===== src/rtl/instruction_fetch_ctrl.sv =====
// Instruction fetch sequencer. It owns the PC and drives a combinational-read
// instruction memory. Fetched words go into a 2-entry FIFO, and the FIFO head
// is presented to decode through a valid/ready handshake. A redirect flushes
// the FIFO and reloads the PC. Halt stops new fetches, but buffered words
// still drain.
module instruction_fetch_ctrl #(
  parameter logic [31:0] RESET_PC = 32'h0000_0000
) (
  input  logic        Clk,
  input  logic        Reset,
  output logic [31:0] IMemAddress,
  input  logic [31:0] IMemInstruction,
  output logic        OutValid,
  input  logic        OutReady,
  output logic [31:0] OutInstruction,
  output logic [31:0] OutPC,
  input  logic        Redirect,
  input  logic [31:0] RedirectTarget,
  input  logic        Halt,
  output logic [31:0] FetchCount,
  output logic        MisalignedErr
);

  typedef enum logic [1:0] {BOOT, RUN, HALTED} state_t;

  state_t            state_q, state_d;
  logic [31:0]       pc_q, pc_d;
  logic [1:0]        cnt_q, cnt_d;
  logic [1:0][31:0]  bins_q, bins_d;   // buffered instruction words, [0] is head
  logic [1:0][31:0]  bpc_q, bpc_d;     // matching fetch addresses
  logic [31:0]       fc_q, fc_d;
  logic              err_q, err_d;

  logic       pop, push, redir;
  logic [1:0] wr_idx;

  // Handshake and fetch qualifiers. A redirect pulse during BOOT is ignored.
  always_comb begin
    pop    = (cnt_q != 2'd0) && OutReady;
    redir  = Redirect && (state_q != BOOT);
    push   = (state_q == RUN) && !Halt && !Redirect && ((cnt_q != 2'd2) || pop);
    // The new entry goes in behind whatever survives this cycle's pop.
    wr_idx = cnt_q - {1'b0, pop};
  end

  // State transitions depend only on Halt. A redirect never changes the state.
  always_comb begin
    state_d = state_q;
    case (state_q)
      BOOT:    state_d = RUN;
      RUN:     if (Halt)  state_d = HALTED;
      HALTED:  if (!Halt) state_d = RUN;
      default: state_d = BOOT;
    endcase
  end

  // Next-state logic for the PC, the FIFO, the handshake counter and the sticky error flag.
  always_comb begin
    pc_d   = pc_q;
    cnt_d  = cnt_q;
    bins_d = bins_q;
    bpc_d  = bpc_q;
    err_d  = err_q;
    fc_d   = pop ? fc_q + 32'd1 : fc_q;

    if (redir) begin
      cnt_d = 2'd0;
      pc_d  = {RedirectTarget[31:2], 2'b00};
      err_d = err_q | (RedirectTarget[1:0] != 2'b00);
    end else begin
      if (pop) begin
        bins_d[0] = bins_q[1];
        bpc_d[0]  = bpc_q[1];
      end
      if (push) begin
        bins_d[wr_idx[0]] = IMemInstruction;
        bpc_d[wr_idx[0]]  = pc_q;
        pc_d              = pc_q + 32'd4;
      end
      cnt_d = cnt_q + {1'b0, push} - {1'b0, pop};
    end
  end

  // State registers. Reset has priority over everything, including a pending pop.
  always_ff @(posedge Clk) begin
    if (Reset) begin
      state_q <= BOOT;
      pc_q    <= RESET_PC;
      cnt_q   <= 2'd0;
      bins_q  <= '0;
      bpc_q   <= '0;
      fc_q    <= 32'd0;
      err_q   <= 1'b0;
    end else begin
      state_q <= state_d;
      pc_q    <= pc_d;
      cnt_q   <= cnt_d;
      bins_q  <= bins_d;
      bpc_q   <= bpc_d;
      fc_q    <= fc_d;
      err_q   <= err_d;
    end
  end

  // The outputs come from registers only. The head is forced to zero while the FIFO is empty.
  always_comb begin
    IMemAddress    = pc_q;
    OutValid       = (cnt_q != 2'd0);
    OutInstruction = OutValid ? bins_q[0] : 32'd0;
    OutPC          = OutValid ? bpc_q[0]  : 32'd0;
    FetchCount     = fc_q;
    MisalignedErr  = err_q;
  end

endmodule


===== config.mk =====
export PLATFORM = sky130hd
export DESIGN_NAME = instruction_fetch_ctrl
export DESIGN_NICKNAME = d
export VERILOG_FILES = /design/src/rtl/instruction_fetch_ctrl.sv
export SDC_FILE = /design/constraint.sdc
export NUM_CORES = 1
export LEC_CHECK = 0
export CAP_MARGIN = 20
export CORE_MARGIN = 2
export CORE_UTILIZATION = 52
export CTS_BUF_LIST = sky130_fd_sc_hd__clkbuf_2 sky130_fd_sc_hd__clkbuf_4 sky130_fd_sc_hd__clkbuf_8
export DETAILED_ROUTE_END_ITERATION = 16
export PLACE_DENSITY_LB_ADDON = 0.2
export SETUP_SLACK_MARGIN = 0.15
export SLEW_MARGIN = 40
export SYNTH_ARGS = -nofsm -noshare
export SYNTH_HDL_FRONTEND = slang
export SYNTH_SLANG_ARGS = --single-unit

===== constraint.sdc =====
create_clock -name Clk -period 3.5 [get_ports Clk]
set_clock_uncertainty 0.2 [all_clocks]
set_input_delay 0.525 -clock Clk [delete_from_list [all_inputs] [get_ports Clk]]
set_output_delay 0.525 -clock Clk [all_outputs]
set_load 0.02 [all_outputs]

# After elaboration in Yosys (flattened, before gate mapping)
# Cells that the tools add are included.
# Widths: inputs -> output; s select.
[totals]
ff_bits = 197
latchBits = 0
ram_bits = 0
rom_bits = 0
output_inout_bits = 130
n_memories = 0
[classes]
addsub = 5
mul = 0
div_mod_pow = 0
n_lt_le_gt_ge = 2
eq_ne = 5
shift = 0
muxes = 17
bitwise_logic = 2
n_reduce_logical = 17
[ops]
columns = ["op", "n"]
rows = [
  ["$mux 32", 11],
  ["$bwmux 64", 2],
  ["$add 32x1->32 const B", 1],
  ["$add 32x3->32 const B", 1],
  ["$demux 32 s1", 1],
  ["$reduce_bool 2->1", 4],
  ["$logic_and 1x1->1", 6],
  ["$ne 2x2->1 const B", 3],
  ["$pmux 2 s3", 1],
  ["$mux 2", 2],
  ["$reduce_and 2->1", 2],
  ["$add 2x1->2", 1],
  ["$eq 2x1->1 const B", 1],
  ["$eq 2x2->1 const B", 1],
  ["$logic_not 1->1", 2],
  ["$logic_not 2->1", 1],
  ["$lt 1x2->1 const B", 1],
  ["$reduce_or 2->1", 1],
  ["$sub 2x1->2", 1],
  ["$ge 1x1->1 const B", 1],
  ["$logic_or 1x1->1", 1],
  ["$not 1->1", 1],
  ["$or 1x1->1", 1],
  ["$sub 1x1->1", 1],
]

# Logic depth before layout (Yosys ltp)
[depth]
depth_word = 9
ltp_mapped = 12
ltp_nobuf = 9

# Worst setup path after synthesis
# No wires, ideal clock.
[synth_path]
kind = "input port to flip-flop"
startpoint = "in OutReady"
endpoint = "reg cnt_q[1]"
setup_time_ps = 132
arrival_time_ps = 2465
setup_slack_ps = 703
stages = 12
n_path_buf = 3
cell_sequence = "or3b_2 clkbuf_1 and2_1 buf_2 inv_1 buf_2 ha_1 inv_1 ha_1 xor2_1 xnor2_1 nor3_1"
[synth_via]
elab_chain_len = 5
[synth_rtl]
columns = ["item", "line", "source"]
rows = [
  ["from (decl)", "14", "input logic OutReady,"],
  ["$logic_and 1x1->1 *", "39", "pop = (cnt_q != 2'd0) && OutReady;"],
  ["$logic_or 1x1->1", "41", "push = (state_q == RUN) && !Halt && !Redirect && ((cnt_q != 2'd2) || pop);"],
  ["$logic_and 1x1->1", "41", ""],
  ["$add 2x1->2", "80", "cnt_d = cnt_q + {1'b0, push} - {1'b0, pop};"],
  ["$sub 2x1->2 *", "80", ""],
  ["to (signal assigned)", "97", "cnt_q <= cnt_d;"],
  ["to (decl)", "28", "logic [1:0] cnt_q, cnt_d;"],
]
# Mark *: on every way between the ends. The rest lies on a longest branch, timed or not.
# A chain may end at the register's enable or synchronous reset.

# Worst setup path after layout
[layout_path]
startpoint = "reg cnt_q[0]"
endpoint = "out OutPC[26]"
[layout_via]
elab_chain_len = 2
[layout_rtl]
columns = ["item", "line", "source"]
rows = [
  ["$reduce_bool 2->1", "108", "OutValid = (cnt_q != 2'd0);"],
  ["$mux 32", "110", "OutPC = OutValid ? bpc_q[0] : 32'd0;"],
  ["to (decl)", "16", "output logic [31:0] OutPC,"],
]
# Every way passes these cells.

==> summary.txt <==
wl on met1 -> 10,470 um
Clock Sinks -> 193
number of synthesized flops with an enable pin -> 0
Leakage -> 0.003758 uW
status -> completed
CP Data Required Time -> 2770 ps
DR pass1 iterations -> 5
number of H-tree levels -> 4
Ys Warns -> 0
DRC viols -> 0
Routed WL per cell -> 15.23 um
clk_lat worst skew -> 460 ps
RD Place Congestion -> 0.8079
Layout fillers -> 1,354
critical setup path kind -> flip-flop to output port
Die Width -> 133.9 um
max-cap violations -> 0
area of the multi-input gates -> 4548 um2
Max Clk Rate -> 0.3210 GHz
postcts setup bufs -> 0
Main synth FF type -> dfxtp_1
CTS Buf Count -> 17
Max Slew Vio Count -> 0
final setup TNS -> 0 ps
synthesis-stage register bit count -> 193
Mean Syn Cell Area -> 8.285 um2
Synth cell types -> 51
worst vdd ir -> 0.0002564 V
unrepaired setup endpoints after global routing -> no
Port Buffers -> 196
Final ANT Viol Nets -> 0
Via-to-Cell Ratio -> 5.469
Worst-Margin Slew -> 833.0 ps
slew margin rel. -> 44.09%
highest routed layer -> met4
first-pass GRT wire length -> 36,390 um
crit share post-route -> 89.02%
met2 routed WL -> 9956 um
largest net degree at the start of global routing -> 91
final setup fails -> 0
die height -> 133.9 um
CP max stage delay -> 670 ps
critical path, cell by cell -> or2_4 -> and2_1 -> clkdlybuf4s50_1
placed wire-length estimate -> 14,670 um
async set-reset flop share out of synthesis -> 0%
nets@finish -> 1,287
CP Max Fanout -> 67
CTS tree -> built
Post-Syn Instances -> 1,059
PostCTS Resize Cnt -> 0
Hold Buf Count CTS -> 0
antenna violations before repair -> 0
Initial Utilization -> 53.09%
Reg clk slew, reported paths -> 90 ps
diode count -> 0
Slowest-stage cell, CP -> clkdlybuf4s50_1
WL final -> 22,040 um
number of global-route vias before repair -> 7,264
Crit. End Element -> output port
# rows -> 47
hold crit path type -> flip-flop to flip-flop
clock root cell -> clkbuf_8
sequential cell area -> 3864 um2
remaining global-route overflow -> 0
post-synthesis cell area -> 8773 um2
DRT iter0 DRCs -> 530
final hold violation count -> 0
via count -> 7,914
core area -> 16,520 um2
metal3 WL -> 1402 um
Total Routing Usage GR -> 24.71%
CP Buf/Inv Count -> 1
Worst path top cell family by delay -> simple AND/OR/NAND/NOR gates
pwr/cell area -> 400.1 nW/um2
Cells after DPL -> 1,415
fin cells -> 1,447
sequential area share after synthesis -> 44.04%
area added between synthesis and finish -> 29.95%
Bufs on Longest Clock Path -> 2
layout cells sized above 1 -> 5.868%
Startpoint Class -> flip-flop
I/O pins -> 199
critical path data arrival time -> 2390 ps
die area -> 17,930 um2
Tmin final -> 3116 ps
## layout by cell type, fill, tap and decap left out, types with 3 or more instances in the layout
| master | n |
|---|---|
| a211oi_1 | 62 |
| a21oi_1 | 89 |
| a31oi_1 | 18 |
| and2_1 | 66 |
| and3_1 | 14 |
| and4_1 | 7 |
| buf_12 | 9 |
| buf_4 | 18 |
| clkbuf_4 | 3 |
| clkbuf_8 | 19 |
| clkdlybuf4s50_1 | 195 |
| clkinvlp_4 | 4 |
| dfxtp_1 | 193 |
| ha_1 | 4 |
| inv_1 | 7 |
| mux2i_1 | 67 |
| nand2_1 | 168 |
| nand3_1 | 31 |
| nand4_1 | 23 |
| nand4b_1 | 3 |
| nor2_1 | 115 |
| nor3_1 | 4 |
| nor3b_1 | 4 |
| o211ai_1 | 8 |
| o21ai_0 | 8 |
| o311ai_0 | 3 |
| or3_1 | 3 |
| or4_1 | 4 |
| xnor2_1 | 5 |
| xor2_1 | 29 |
## layout make-up
cell class	instances	area share (%)
multi-input combinational	772	39.89
sequential	193	33.89
timing repair buffer	223	19.98
clock buffer	22	2.491
tap	220	2.414
clock inverter	10	1.097
inverter	7	0.2305
## synthesized netlist by cell type, types with 2 or more instances
cell	number	share of area, %
xnor2_1	5	0.50
or3_1	3	0.21
a32oi_1	2	0.20
o21ai_0	8	0.46
clkbuf_1	59	2.5
or2_2	2	0.14
a221oi_1	2	0.20
buf_1	2	0.086
and3_1	14	1.0
buf_4	4	0.34
nand4b_1	3	0.30
nor2_1	115	4.9
o31a_1	2	0.20
a211oi_1	62	5.3
nor4_1	4	0.29
nand4_1	23	1.6
mux2i_1	67	7.6
nand3_1	31	1.8
a31oi_1	18	1.3
inv_1	7	0.30
ha_1	4	0.57
a22oi_1	2	0.17
dfxtp_1	193	44
and2_1	67	4.8
buf_2	22	1.3
nand2_1	169	7.2
or4_1	4	0.34
nor3b_1	4	0.34
xor2_1	29	2.9
a2bb2oi_1	2	0.20
nor3_1	5	0.29
and4_1	7	0.70
o21ai_1	2	0.11
o211ai_1	8	0.68
a21oi_1	90	5.1
o311ai_0	3	0.30
## per-layer routing
metal,GRT usage (%),vias up
met5,0,-
met4,6.383,0
li1,-,3990
met1,35.34,3660
met3,4.875,15
met2,38.35,249
## worst min-delay path: stages (launching register included)
cell     delay [ps]
dfxtp_1         320
nand2_1          50
a21oi_1          50
## sequential cells by signal (all words and copies together) (netlist names)
register / count
bins_q: 64
bpc_q: 62
FetchCount: 32
IMemAddress: 30
cnt_q: 2
state_q: 2
MisalignedErr: 1
## power breakdown
group	total, uW	switching (uW)	internal [uW]	leakage, uW
sequential	2400	95.1	2300	0.00156
clock	1480	779	704	0.000197
combinational	679	367	312	0.00200
## cell families (layout without fill, tap and decap cells)
kind of cell / after synthesis / in the layout / share of synthesized area (%)
AND/OR/NAND/NOR: 455 / 455 / 24.50
AO/OA/AOI/OAI: 208 / 208 / 15.00
flip-flops: 193 / 193 / 44.04
buffers and inverters: 95 / 262 / 4.564
multiplexers: 68 / 68 / 7.772
XOR/XNOR: 34 / 34 / 3.394
adder cells (fa/ha/maj): 5 / 5 / 0.6846
other: 1 / 2 / 0.04274
## per-stage QoR
stage	total power, uW	area [um2]	utilization (%)	worst slack, ps	hold slack, ps
after global routing	4747	11400	68.99	228.4	272.9
after CTS	4592	11400	68.96	339.1	259.6
after detailed placement	3130	10990	66.49	308.0	245.6
after floorplan	2827	8777	-	703.3	235.7
after global placement	3111	10980	66.47	366.4	235.0
final	4562	11400	68.99	384.2	256.5
## worst paths after layout
check	start	depth (start not counted)	slack [ps]	end
hold / removal	bins_q[32]$_SDFFE_PP0P_	2	260	bins_q[32]$_SDFFE_PP0P_
setup / recovery	cnt_q[0]$_SDFF_PP0_	3	380	OutPC[26]
hold reg to reg	bins_q[32]$_SDFFE_PP0P_	2	260	bins_q[32]$_SDFFE_PP0P_
setup reg to reg	state_q[1]$_SDFFE_PP0P_	6	920	bpc_q[6]$_SDFFE_PP0N_
(Power assumes the default switching activity.)
